## src/rtl/tl_pkg.sv

```systemverilog
// Shared constants for the byte-stream to TileLink-UL bridge.
// Holds TileLink opcodes, host frame opcodes, response status codes
// and the bridge FSM state type.
package tl_pkg;

  // TileLink-UL opcodes
  localparam logic [2:0] GET             = 3'd4;
  localparam logic [2:0] PUT_FULL        = 3'd0;
  localparam logic [2:0] ACCESS_ACK      = 3'd0;
  localparam logic [2:0] ACCESS_ACK_DATA = 3'd1;

  // Host command frame opcodes
  localparam logic [7:0] CMD_READ  = 8'h01;
  localparam logic [7:0] CMD_WRITE = 8'h02;

  // Response status bytes
  localparam logic [7:0] ST_OK       = 8'h00;
  localparam logic [7:0] ST_DENIED   = 8'hEE;
  localparam logic [7:0] ST_BADOP    = 8'hFF;
  localparam logic [7:0] ST_MISALIGN = 8'hE1;

  typedef enum logic [2:0] {
    IDLE,
    ADDR,
    WDATA,
    REQ,
    WAIT,
    RESP
  } state_t;

endpackage

```

## src/rtl/tilelink_if.sv

```systemverilog
// Single-beat TileLink-UL A/D channel bundle.
// master modport: drives the A channel and d_ready.
// slave modport:  drives a_ready and the D channel.
interface tilelink #(
  parameter int ADDR_W = 64,
  parameter int DATA_W = 64
);
  logic              a_valid;
  logic              a_ready;
  logic [2:0]        a_opcode;
  logic [2:0]        a_size;
  logic [7:0]        a_source;
  logic [ADDR_W-1:0] a_address;
  logic [7:0]        a_mask;
  logic [DATA_W-1:0] a_data;

  logic              d_valid;
  logic              d_ready;
  logic [2:0]        d_opcode;
  logic              d_denied;
  logic [DATA_W-1:0] d_data;

  modport master (
    output a_valid, a_opcode, a_size, a_source, a_address, a_mask, a_data,
    input  a_ready,
    input  d_valid, d_opcode, d_denied, d_data,
    output d_ready
  );

  modport slave (
    input  a_valid, a_opcode, a_size, a_source, a_address, a_mask, a_data,
    output a_ready,
    output d_valid, d_opcode, d_denied, d_data,
    input  d_ready
  );
endinterface

```

## src/rtl/byte_shreg.sv

```systemverilog
// Little-endian byte assembler / serializer.
// Ports:
//   clk, rst_n  clock and asynchronous active-low reset (clears q)
//   load        parallel load of load_val (highest priority)
//   load_val    parallel value
//   shift_in    shift byte_in in at the top; after WIDTH/8 shifts the first
//               byte received sits in q[7:0]
//   byte_in     byte to shift in
//   shift_out   drop q[7:0] and move the next byte down
//   q           register contents; q[7:0] is the next byte to serialize
module byte_shreg #(
  parameter int WIDTH = 64
) (
  input  logic             clk,
  input  logic             rst_n,
  input  logic             load,
  input  logic [WIDTH-1:0] load_val,
  input  logic             shift_in,
  input  logic [7:0]       byte_in,
  input  logic             shift_out,
  output logic [WIDTH-1:0] q
);

  always_ff @(posedge clk or negedge rst_n) begin
    if (!rst_n) begin
      q <= '0;
    end else if (load) begin
      q <= load_val;
    end else if (shift_in) begin
      q <= {byte_in, q[WIDTH-1:8]};
    end else if (shift_out) begin
      q <= {8'h00, q[WIDTH-1:8]};
    end
  end

endmodule

```

## src/rtl/tl_byte_master.sv

```systemverilog
// Byte-stream command channel to single-beat TileLink-UL master bridge.
// Pops READ/WRITE frames from a FWFT command FIFO, issues one Get or
// PutFullData at a time, and pushes the status (plus read data) into the
// response FIFO.
// Ports:
//   clk, rst_n           clock, asynchronous active-low reset
//   cmd_empty/cmd_dout   command FIFO status and head byte (FWFT)
//   cmd_rd_en            pop the command FIFO head
//   res_full             response FIFO full
//   res_wr_en/res_din    push a response byte
//   bus                  TileLink-UL master port
module tl_byte_master
  import tl_pkg::*;
#(
  parameter int ADDR_W    = 64,
  parameter int DATA_W    = 64,
  parameter int SOURCE_ID = 0
) (
  input  logic       clk,
  input  logic       rst_n,
  input  logic       cmd_empty,
  input  logic [7:0] cmd_dout,
  output logic       cmd_rd_en,
  input  logic       res_full,
  output logic       res_wr_en,
  output logic [7:0] res_din,
  tilelink.master    bus
);

  localparam int AB = ADDR_W / 8;
  localparam int DB = DATA_W / 8;

  state_t      state;
  logic [7:0]  cnt;
  logic [7:0]  rem;
  logic        is_write;
  logic        misalign;
  logic        misalign_now;
  logic [7:0]  res_din_r;

  logic        a_valid_r;
  logic [2:0]  a_opcode_r;
  logic [2:0]  a_size_r;
  logic [7:0]  a_mask_r;
  logic [7:0]  a_source_r;

  logic        pop;
  logic        push;
  logic        addr_shift;
  logic        wd_clr;
  logic        wd_shift;
  logic        rd_load;
  logic        rd_shift;

  logic [ADDR_W-1:0] addr_q;
  logic [DATA_W-1:0] wdata_q;
  logic [DATA_W-1:0] rdata_q;

  // Gating with rst_n keeps cmd_rd_en low while reset is held even though
  // IDLE would otherwise pop a waiting byte.
  assign pop  = rst_n && !cmd_empty &&
                (state == IDLE || state == ADDR || state == WDATA);
  assign push = (state == RESP) && !res_full;

  assign addr_shift = pop && (state == ADDR);
  // Clearing wdata at every frame start makes a Get carry a_data = 0.
  assign wd_clr     = pop && (state == IDLE);
  assign wd_shift   = pop && (state == WDATA);
  assign rd_load    = (state == WAIT) && bus.d_valid;
  assign rd_shift   = push && (cnt != rem);

  // The lowest address byte arrives first, so alignment is known from it.
  assign misalign_now = (cnt == 8'd0) ? (cmd_dout[2:0] != 3'b000) : misalign;

  byte_shreg #(.WIDTH(ADDR_W)) u_addr (
    .clk      (clk),
    .rst_n    (rst_n),
    .load     (1'b0),
    .load_val ('0),
    .shift_in (addr_shift),
    .byte_in  (cmd_dout),
    .shift_out(1'b0),
    .q        (addr_q)
  );

  byte_shreg #(.WIDTH(DATA_W)) u_wdata (
    .clk      (clk),
    .rst_n    (rst_n),
    .load     (wd_clr),
    .load_val ('0),
    .shift_in (wd_shift),
    .byte_in  (cmd_dout),
    .shift_out(1'b0),
    .q        (wdata_q)
  );

  byte_shreg #(.WIDTH(DATA_W)) u_rdata (
    .clk      (clk),
    .rst_n    (rst_n),
    .load     (rd_load),
    .load_val (bus.d_data),
    .shift_in (1'b0),
    .byte_in  (8'h00),
    .shift_out(rd_shift),
    .q        (rdata_q)
  );

  always_ff @(posedge clk or negedge rst_n) begin
    if (!rst_n) begin
      state      <= IDLE;
      cnt        <= 8'd0;
      rem        <= 8'd0;
      is_write   <= 1'b0;
      misalign   <= 1'b0;
      res_din_r  <= 8'h00;
      a_valid_r  <= 1'b0;
      a_opcode_r <= 3'd0;
      a_size_r   <= 3'd0;
      a_mask_r   <= 8'h00;
      a_source_r <= 8'h00;
    end else begin
      case (state)
        IDLE: begin
          if (pop) begin
            cnt <= 8'd0;
            if (cmd_dout == CMD_READ || cmd_dout == CMD_WRITE) begin
              is_write <= (cmd_dout == CMD_WRITE);
              state    <= ADDR;
            end else begin
              res_din_r <= ST_BADOP;
              rem       <= 8'd0;
              state     <= RESP;
            end
          end
        end

        ADDR: begin
          if (pop) begin
            misalign <= misalign_now;
            if (cnt == 8'(AB - 1)) begin
              cnt <= 8'd0;
              if (misalign_now) begin
                res_din_r <= ST_MISALIGN;
                rem       <= 8'd0;
                state     <= RESP;
              end else if (is_write) begin
                state <= WDATA;
              end else begin
                a_valid_r  <= 1'b1;
                a_opcode_r <= GET;
                a_size_r   <= 3'd3;
                a_mask_r   <= 8'hFF;
                a_source_r <= 8'(SOURCE_ID);
                state      <= REQ;
              end
            end else begin
              cnt <= cnt + 8'd1;
            end
          end
        end

        WDATA: begin
          if (pop) begin
            if (cnt == 8'(DB - 1)) begin
              cnt        <= 8'd0;
              a_valid_r  <= 1'b1;
              a_opcode_r <= PUT_FULL;
              a_size_r   <= 3'd3;
              a_mask_r   <= 8'hFF;
              a_source_r <= 8'(SOURCE_ID);
              state      <= REQ;
            end else begin
              cnt <= cnt + 8'd1;
            end
          end
        end

        REQ: begin
          if (bus.a_ready) begin
            a_valid_r <= 1'b0;
            state     <= WAIT;
          end
        end

        WAIT: begin
          if (bus.d_valid) begin
            res_din_r <= bus.d_denied ? ST_DENIED : ST_OK;
            // Only a non-denied AccessAckData carries bytes back to the host.
            rem       <= (!bus.d_denied && bus.d_opcode == ACCESS_ACK_DATA) ?
                         8'(DB) : 8'd0;
            cnt       <= 8'd0;
            state     <= RESP;
          end
        end

        RESP: begin
          // res_din_r only advances on an accepted push, so a stalled byte
          // stays on res_din.
          if (push) begin
            if (cnt == rem) begin
              state <= IDLE;
            end else begin
              res_din_r <= rdata_q[7:0];
              cnt       <= cnt + 8'd1;
            end
          end
        end

        default: state <= IDLE;
      endcase
    end
  end

  assign cmd_rd_en     = pop;
  assign res_wr_en     = push;
  assign res_din       = res_din_r;

  assign bus.a_valid   = a_valid_r;
  assign bus.a_opcode  = a_opcode_r;
  assign bus.a_size    = a_size_r;
  assign bus.a_mask    = a_mask_r;
  assign bus.a_source  = a_source_r;
  assign bus.a_address = addr_q;
  assign bus.a_data    = wdata_q;
  assign bus.d_ready   = (state == WAIT);

endmodule
```

## src/flat_wrapper.sv

```systemverilog
// flat-port wrapper written by rule: the top's interface ports become plain ports
module tl_byte_master_flat import tl_pkg::*;
#(
  parameter int ADDR_W    = 64,
  parameter int DATA_W    = 64,
  parameter int SOURCE_ID = 0
)
  (clk, rst_n, cmd_empty, cmd_dout, cmd_rd_en, res_full, res_wr_en, res_din, bus_a_valid, bus_a_opcode, bus_a_size, bus_a_source, bus_a_address, bus_a_mask, bus_a_data, bus_a_ready, bus_d_valid, bus_d_opcode, bus_d_denied, bus_d_data, bus_d_ready);
  tilelink #(.ADDR_W(ADDR_W), .DATA_W(DATA_W)) bus_i ();
  input  logic clk;
  input  logic rst_n;
  input  logic cmd_empty;
  input  logic [7:0] cmd_dout;
  output logic cmd_rd_en;
  input  logic res_full;
  output logic res_wr_en;
  output logic [7:0] res_din;
  output wire logic [$bits(bus_i.a_valid)-1:0] bus_a_valid;
  output wire logic [$bits(bus_i.a_opcode)-1:0] bus_a_opcode;
  output wire logic [$bits(bus_i.a_size)-1:0] bus_a_size;
  output wire logic [$bits(bus_i.a_source)-1:0] bus_a_source;
  output wire logic [$bits(bus_i.a_address)-1:0] bus_a_address;
  output wire logic [$bits(bus_i.a_mask)-1:0] bus_a_mask;
  output wire logic [$bits(bus_i.a_data)-1:0] bus_a_data;
  input wire logic [$bits(bus_i.a_ready)-1:0] bus_a_ready;
  input wire logic [$bits(bus_i.d_valid)-1:0] bus_d_valid;
  input wire logic [$bits(bus_i.d_opcode)-1:0] bus_d_opcode;
  input wire logic [$bits(bus_i.d_denied)-1:0] bus_d_denied;
  input wire logic [$bits(bus_i.d_data)-1:0] bus_d_data;
  output wire logic [$bits(bus_i.d_ready)-1:0] bus_d_ready;
  assign bus_a_valid = bus_i.a_valid;
  assign bus_a_opcode = bus_i.a_opcode;
  assign bus_a_size = bus_i.a_size;
  assign bus_a_source = bus_i.a_source;
  assign bus_a_address = bus_i.a_address;
  assign bus_a_mask = bus_i.a_mask;
  assign bus_a_data = bus_i.a_data;
  assign bus_i.a_ready = bus_a_ready;
  assign bus_i.d_valid = bus_d_valid;
  assign bus_i.d_opcode = bus_d_opcode;
  assign bus_i.d_denied = bus_d_denied;
  assign bus_i.d_data = bus_d_data;
  assign bus_d_ready = bus_i.d_ready;
  tl_byte_master #(.ADDR_W(ADDR_W), .DATA_W(DATA_W), .SOURCE_ID(SOURCE_ID)) u_core (.clk(clk), .rst_n(rst_n), .cmd_empty(cmd_empty), .cmd_dout(cmd_dout), .cmd_rd_en(cmd_rd_en), .res_full(res_full), .res_wr_en(res_wr_en), .res_din(res_din), .bus(bus_i));
endmodule
```

## config.mk

```make
export PLATFORM = sky130hd
export DESIGN_NAME = tl_byte_master_flat
export DESIGN_NICKNAME = d
export VERILOG_FILES = /design/src/rtl/tl_pkg.sv /design/src/rtl/tilelink_if.sv /design/src/rtl/byte_shreg.sv /design/src/rtl/tl_byte_master.sv /design/src/flat_wrapper.sv
export SDC_FILE = /design/constraint.sdc
export NUM_CORES = 1
export LEC_CHECK = 0
export ABC_AREA = 1
export CAP_MARGIN = 20
export CELL_PAD_IN_SITES_DETAIL_PLACEMENT = 1
export CELL_PAD_IN_SITES_GLOBAL_PLACEMENT = 1
export CORE_ASPECT_RATIO = 0.6
export CORE_MARGIN = 3
export CORE_UTILIZATION = 30
export CTS_CLUSTER_SIZE = 30
export DETAILED_ROUTE_END_ITERATION = 16
export PLACE_DENSITY_LB_ADDON = 0.1
export SLEW_MARGIN = 25
export SYNTH_ARGS = -nofsm -noshare
export SYNTH_HDL_FRONTEND = slang
export SYNTH_SLANG_ARGS = --single-unit
```

## constraint.sdc

```tcl
create_clock -name clk -period 4.29 [get_ports clk]
set_input_delay 0.858 -clock clk [delete_from_list [all_inputs] [get_ports clk]]
set_output_delay 0.858 -clock clk [all_outputs]
set_load 0.01 [all_outputs]
```

==> summary.md <==
| Metric | Value |
|---|---|
| Outcome | `complete, no violations` |
| Pin count of the biggest net entering global routing | `about 120` |
| Fin cells | `about 1700` |
| Startpoint types | `flop` |
| CP Buf/Inv Count | `3` |
| Syn. warnings | `0` |
| Final period util | `0.805` |
| Sequential Power Share | `0.369` |
| Worst-path cell chain | `inv_2, nand2_1, nor2_2, inv_2, nor2_4, clkdlybuf4s50_1` |
| Sw Share | `0.377` |
| Num CTS Buffers | `23` |
| Mapped Cells | `roughly 1100` |
| Share of layout cells above drive strength 1 | `0.0653` |
| Worst reg2reg startpoint | `u_core.state[1]` |
| Worst r2r path cells | `10` |
| Max Freq | `between 0.2 and 0.3 GHz` |
| Logic pwr share | `0.419` |
| Final worst setup slack | `0.837 ns` |
| Skew-Pair Late Insertion Delay | `0.53 ns` |
| Post-CTS Hold Fix Bufs | `0` |
| Setup TNS | `0 ns` |
| GRT met1 Usage | `0.271` |
| Top delay family on crit path | `buffers and inverters` |
| Fin nets | `approximately 1400` |
| Vias per cell | `around 4.6` |
| Die width | `234 um` |
| Post-CTS resize count | `0` |
| Clock tree from TritonCTS | `yes` |
| CTS max path bufs | `3` |
| Vias in the first global route | `7921` |
| Levels on crit path | `6` |
| Initial antenna violation count | `1` |
| Slew @ Worst Pin | `~0.75 ns` |
| GRT Resource Usage Total | `0.173` |
| Crit path kind | `flop to output port` |
| Final Hold Fails | `0` |
| Crit path max-delay cell type | `clkdlybuf4s50_1` |
| Met2 Use GR | `0.248` |
| Pre-CTS setup slack | `1.06 ns` |
| TritonRoute pass-1 iters | `4` |
| Die Height | `roughly 140 um` |
| Inst Count DP | `between 1500 and 2000` |
| Dpl cell area | `approximately 12000 um^2` |
| Setup bufs post-CTS | `0` |
| IO Count | `approximately 240` |
| Post-DP HPWL | `21.2 mm` |
| VDD IR max | `about 0.00031 V` |
| Leak Pwr | `0.00588 uW` |
| Area Growth Syn to Fin | `36.3%` |
| Most used cell, CP | `inv_2` |
| Routed Antenna Nets | `0` |
| DRC | `0` |
| Die ar. | `33400 um^2` |
| Initial Utilization | `0.309` |
| Int Pwr | `between 5000 and 6000 uW` |
| Fin util | `0.421` |
| Max-Cap Viols | `0` |
| Clock-pin slew on the worst setup and hold paths | `0.06 ns` |
| Worst setup EP type | `output port` |
| Clock network fraction of total power | `0.211` |
| Met3 GRT Util | `0.0367` |
| GP Congestion | `about 0.8` |
| WL/cell | `~17 um` |
| Initial drt markers | `409` |
| Syn Area/Cell | `8.79 um^2` |
| Ranking of synthesized cells by area | `dfrtp_1 58%, nand2_1 10%, inv_1 4.9%` |
| First-pass GRT wire length | `approximately 46 mm` |
| Post-route cell area | `roughly 13000 um^2` |
| Slowest stage delay, CP | `0.55 ns` |
| Cell variety after synth | `33` |
| Reg2reg end | `u_core.u_rdata.q[15]` |
| PwrDens | `~750 nW/um^2` |
| Sequential share of the synthesized area | `0.580` |
| Num Clock Sinks | `217` |
| Crit path capture | `res_wr_en` |
| DRT Wirelength | `29.1 mm` |
| RSZ-0062 raised after global routing | `no` |
| CP arrival | `approximately 2.6 ns` |
| Worst slew margin | `0.501` |
| Top cell type by total area after synthesis | `dfrtp_1` |
| Clock root buffer master | `clkbuf_16` |
| Crit path max fanout | `11` |
| Reg2Reg Setup Slack | `around 1.8 ns` |
| NetSw | `~3600 uW` |
| Core ar. | `30300 um^2` |
| Vias | `just under 8000` |
| GRT Residual Overflow | `0` |
| #FFs+latches synth | `~220` |
| Worst path required time | `3.43 ns` |
| Hold Crit Class | `input pin to async pin` |
| Max-slew violation count | `0` |
| Post-route minimum period | `roughly 3.5 ns` |
| Final setup viols | `0` |
| Synth top area share | `0.580` |
| CTS H-tree depth | `1` |
| Placement Rows | `between 40 and 50` |
| Top Usage Layer GRT | `met1` |
| Setup Skew | `approximately 0.011 ns` |
| Worst Setup SP | `u_core.state[1]` |
| Netlist Area Pre-Place | `roughly 9400 um^2` |
| Number of port buffers | `232` |
[power groups by stage]
stage,Clock [uW],Combinational [uW],Sequential [uW]
floorplan,0,1900,3660
global placement,0,3970,3540
detailed placement,0,4040,3550
CTS,2090,4050,3530
global route,2180,4480,3640
finish,2010,3990,3520
[worst reg2reg max path: stages, from the launching register on]
cell and delay (ns):
dfrtp_1 0.53, inv_2 0.19, nand2_1 0.08, nor2_2 0.41, inv_2 0.17, nor2_4 0.13, nand2_1 0.11, nand2_4 0.08
buf_12 0.39, nor2_1 0.13, a31oi_1 0.18
[registers in the layout, indices dropped and copies added (netlist names)]
signal	count
u_core.bus.a_mask	1
u_core.is_write	1
u_core.u_wdata.q	64
u_core.bus.a_valid	1
u_core.rem	1
u_core.res_din	8
u_core.u_addr.q	64
u_core.cnt	8
u_core.bus.a_opcode	1
u_core.misalign	1
u_core.u_rdata.q	64
u_core.state	3
[Yosys cell counts (all sizes together)]
master / count
buf: 59
a31oi: 48
nand3b: 1
a21oi: 34
nand2: 263
xnor2: 1
nor3: 4
o22ai: 56
nor4: 2
o31ai: 1
ha: 2
conb: 1
clkbuf: 16
nand4: 2
inv: 126
mux2: 9
nor2: 119
o21a: 1
nand3: 27
o21bai: 2
o21ai: 73
o211ai: 1
dfrtp: 217
[how the worst min path moves through the flow]
stage                                        end  depth (start not counted)                    from
after floorplan                    u_core.rem[3]                          2           u_core.rem[3]
final                       u_core.u_wdata.q[59]                          2                   rst_n
after detailed placement  u_core.bus.a_opcode[2]                          2  u_core.bus.a_opcode[2]
after global routing         u_core.u_addr.q[45]                          2                   rst_n
after CTS                    u_core.u_addr.q[45]                          2                   rst_n
after global placement        u_core.bus.a_valid                          2      u_core.bus.a_valid
[logic make-up (layout without fill, tap and decap cells)]
| kind of cell | Yosys count | after routing | share of synthesized area |
|---|---|---|---|
| adder cells (fa/ha/maj) | 2 | 2 | 0.00267 |
| buffers and inverters | 201 | 412 | 0.0955 |
| XOR/XNOR | 1 | 1 | 0.000935 |
| other | 1 | 12 | 0.000400 |
| AO/OA/AOI/OAI | 216 | 216 | 0.131 |
| flip-flops | 217 | 217 | 0.580 |
| multiplexers | 9 | 9 | 0.0108 |
| AND/OR/NAND/NOR | 418 | 418 | 0.179 |
[layout make-up]
cell class | instances | area [um^2]
diodes | 1 | 2.50
flip-flops and latches | 217 | 5430
inverters | 126 | 473
clock inverters | 5 | 65.1
fillers | 3529 | 17600
well taps | 408 | 510
multi-input cells | 657 | 3100
repair buffers | 247 | 2500
clock buffers | 34 | 687
[through the flow]
stage          power (uW)  hold WS (ns)
2_1_floorplan        5560         0.471
3_3_place_gp         7510         0.457
3_5_place_dp         7590         0.467
4_1_cts              9670         0.448
5_1_grt             10300         0.491
6_report             9520         0.458
[cells in the final DEF (no fill, tap or decap), types with 3 or more instances in the layout]
cell	Yosys	final
nand2_1	258	255
o21ai_0	66	66
clkinv_2	0	3
inv_2	5	7
nor2_4	3	4
mux2_2	9	9
buf_12	0	3
clkbuf_8	0	7
clkbuf_16	0	23
o22ai_1	56	56
a21oi_1	34	34
o21ai_1	7	7
inv_1	121	119
nand3_1	26	26
conb_1	1	11
buf_4	27	11
dfrtp_1	217	217
nor2_1	112	112
a31oi_1	48	48
nand2_2	5	6
clkbuf_1	16	4
clkdlybuf4s50_1	0	231
nor2_2	4	3
nor3_1	3	3
[layer usage]
layer	vias to the layer above	wire [um]
met1	3781	14900
li1	3821	-
met2	151	12100
met5	-	20
met4	2	421
met3	33	1630
Note: power is estimated with default switching activity, not from simulation.
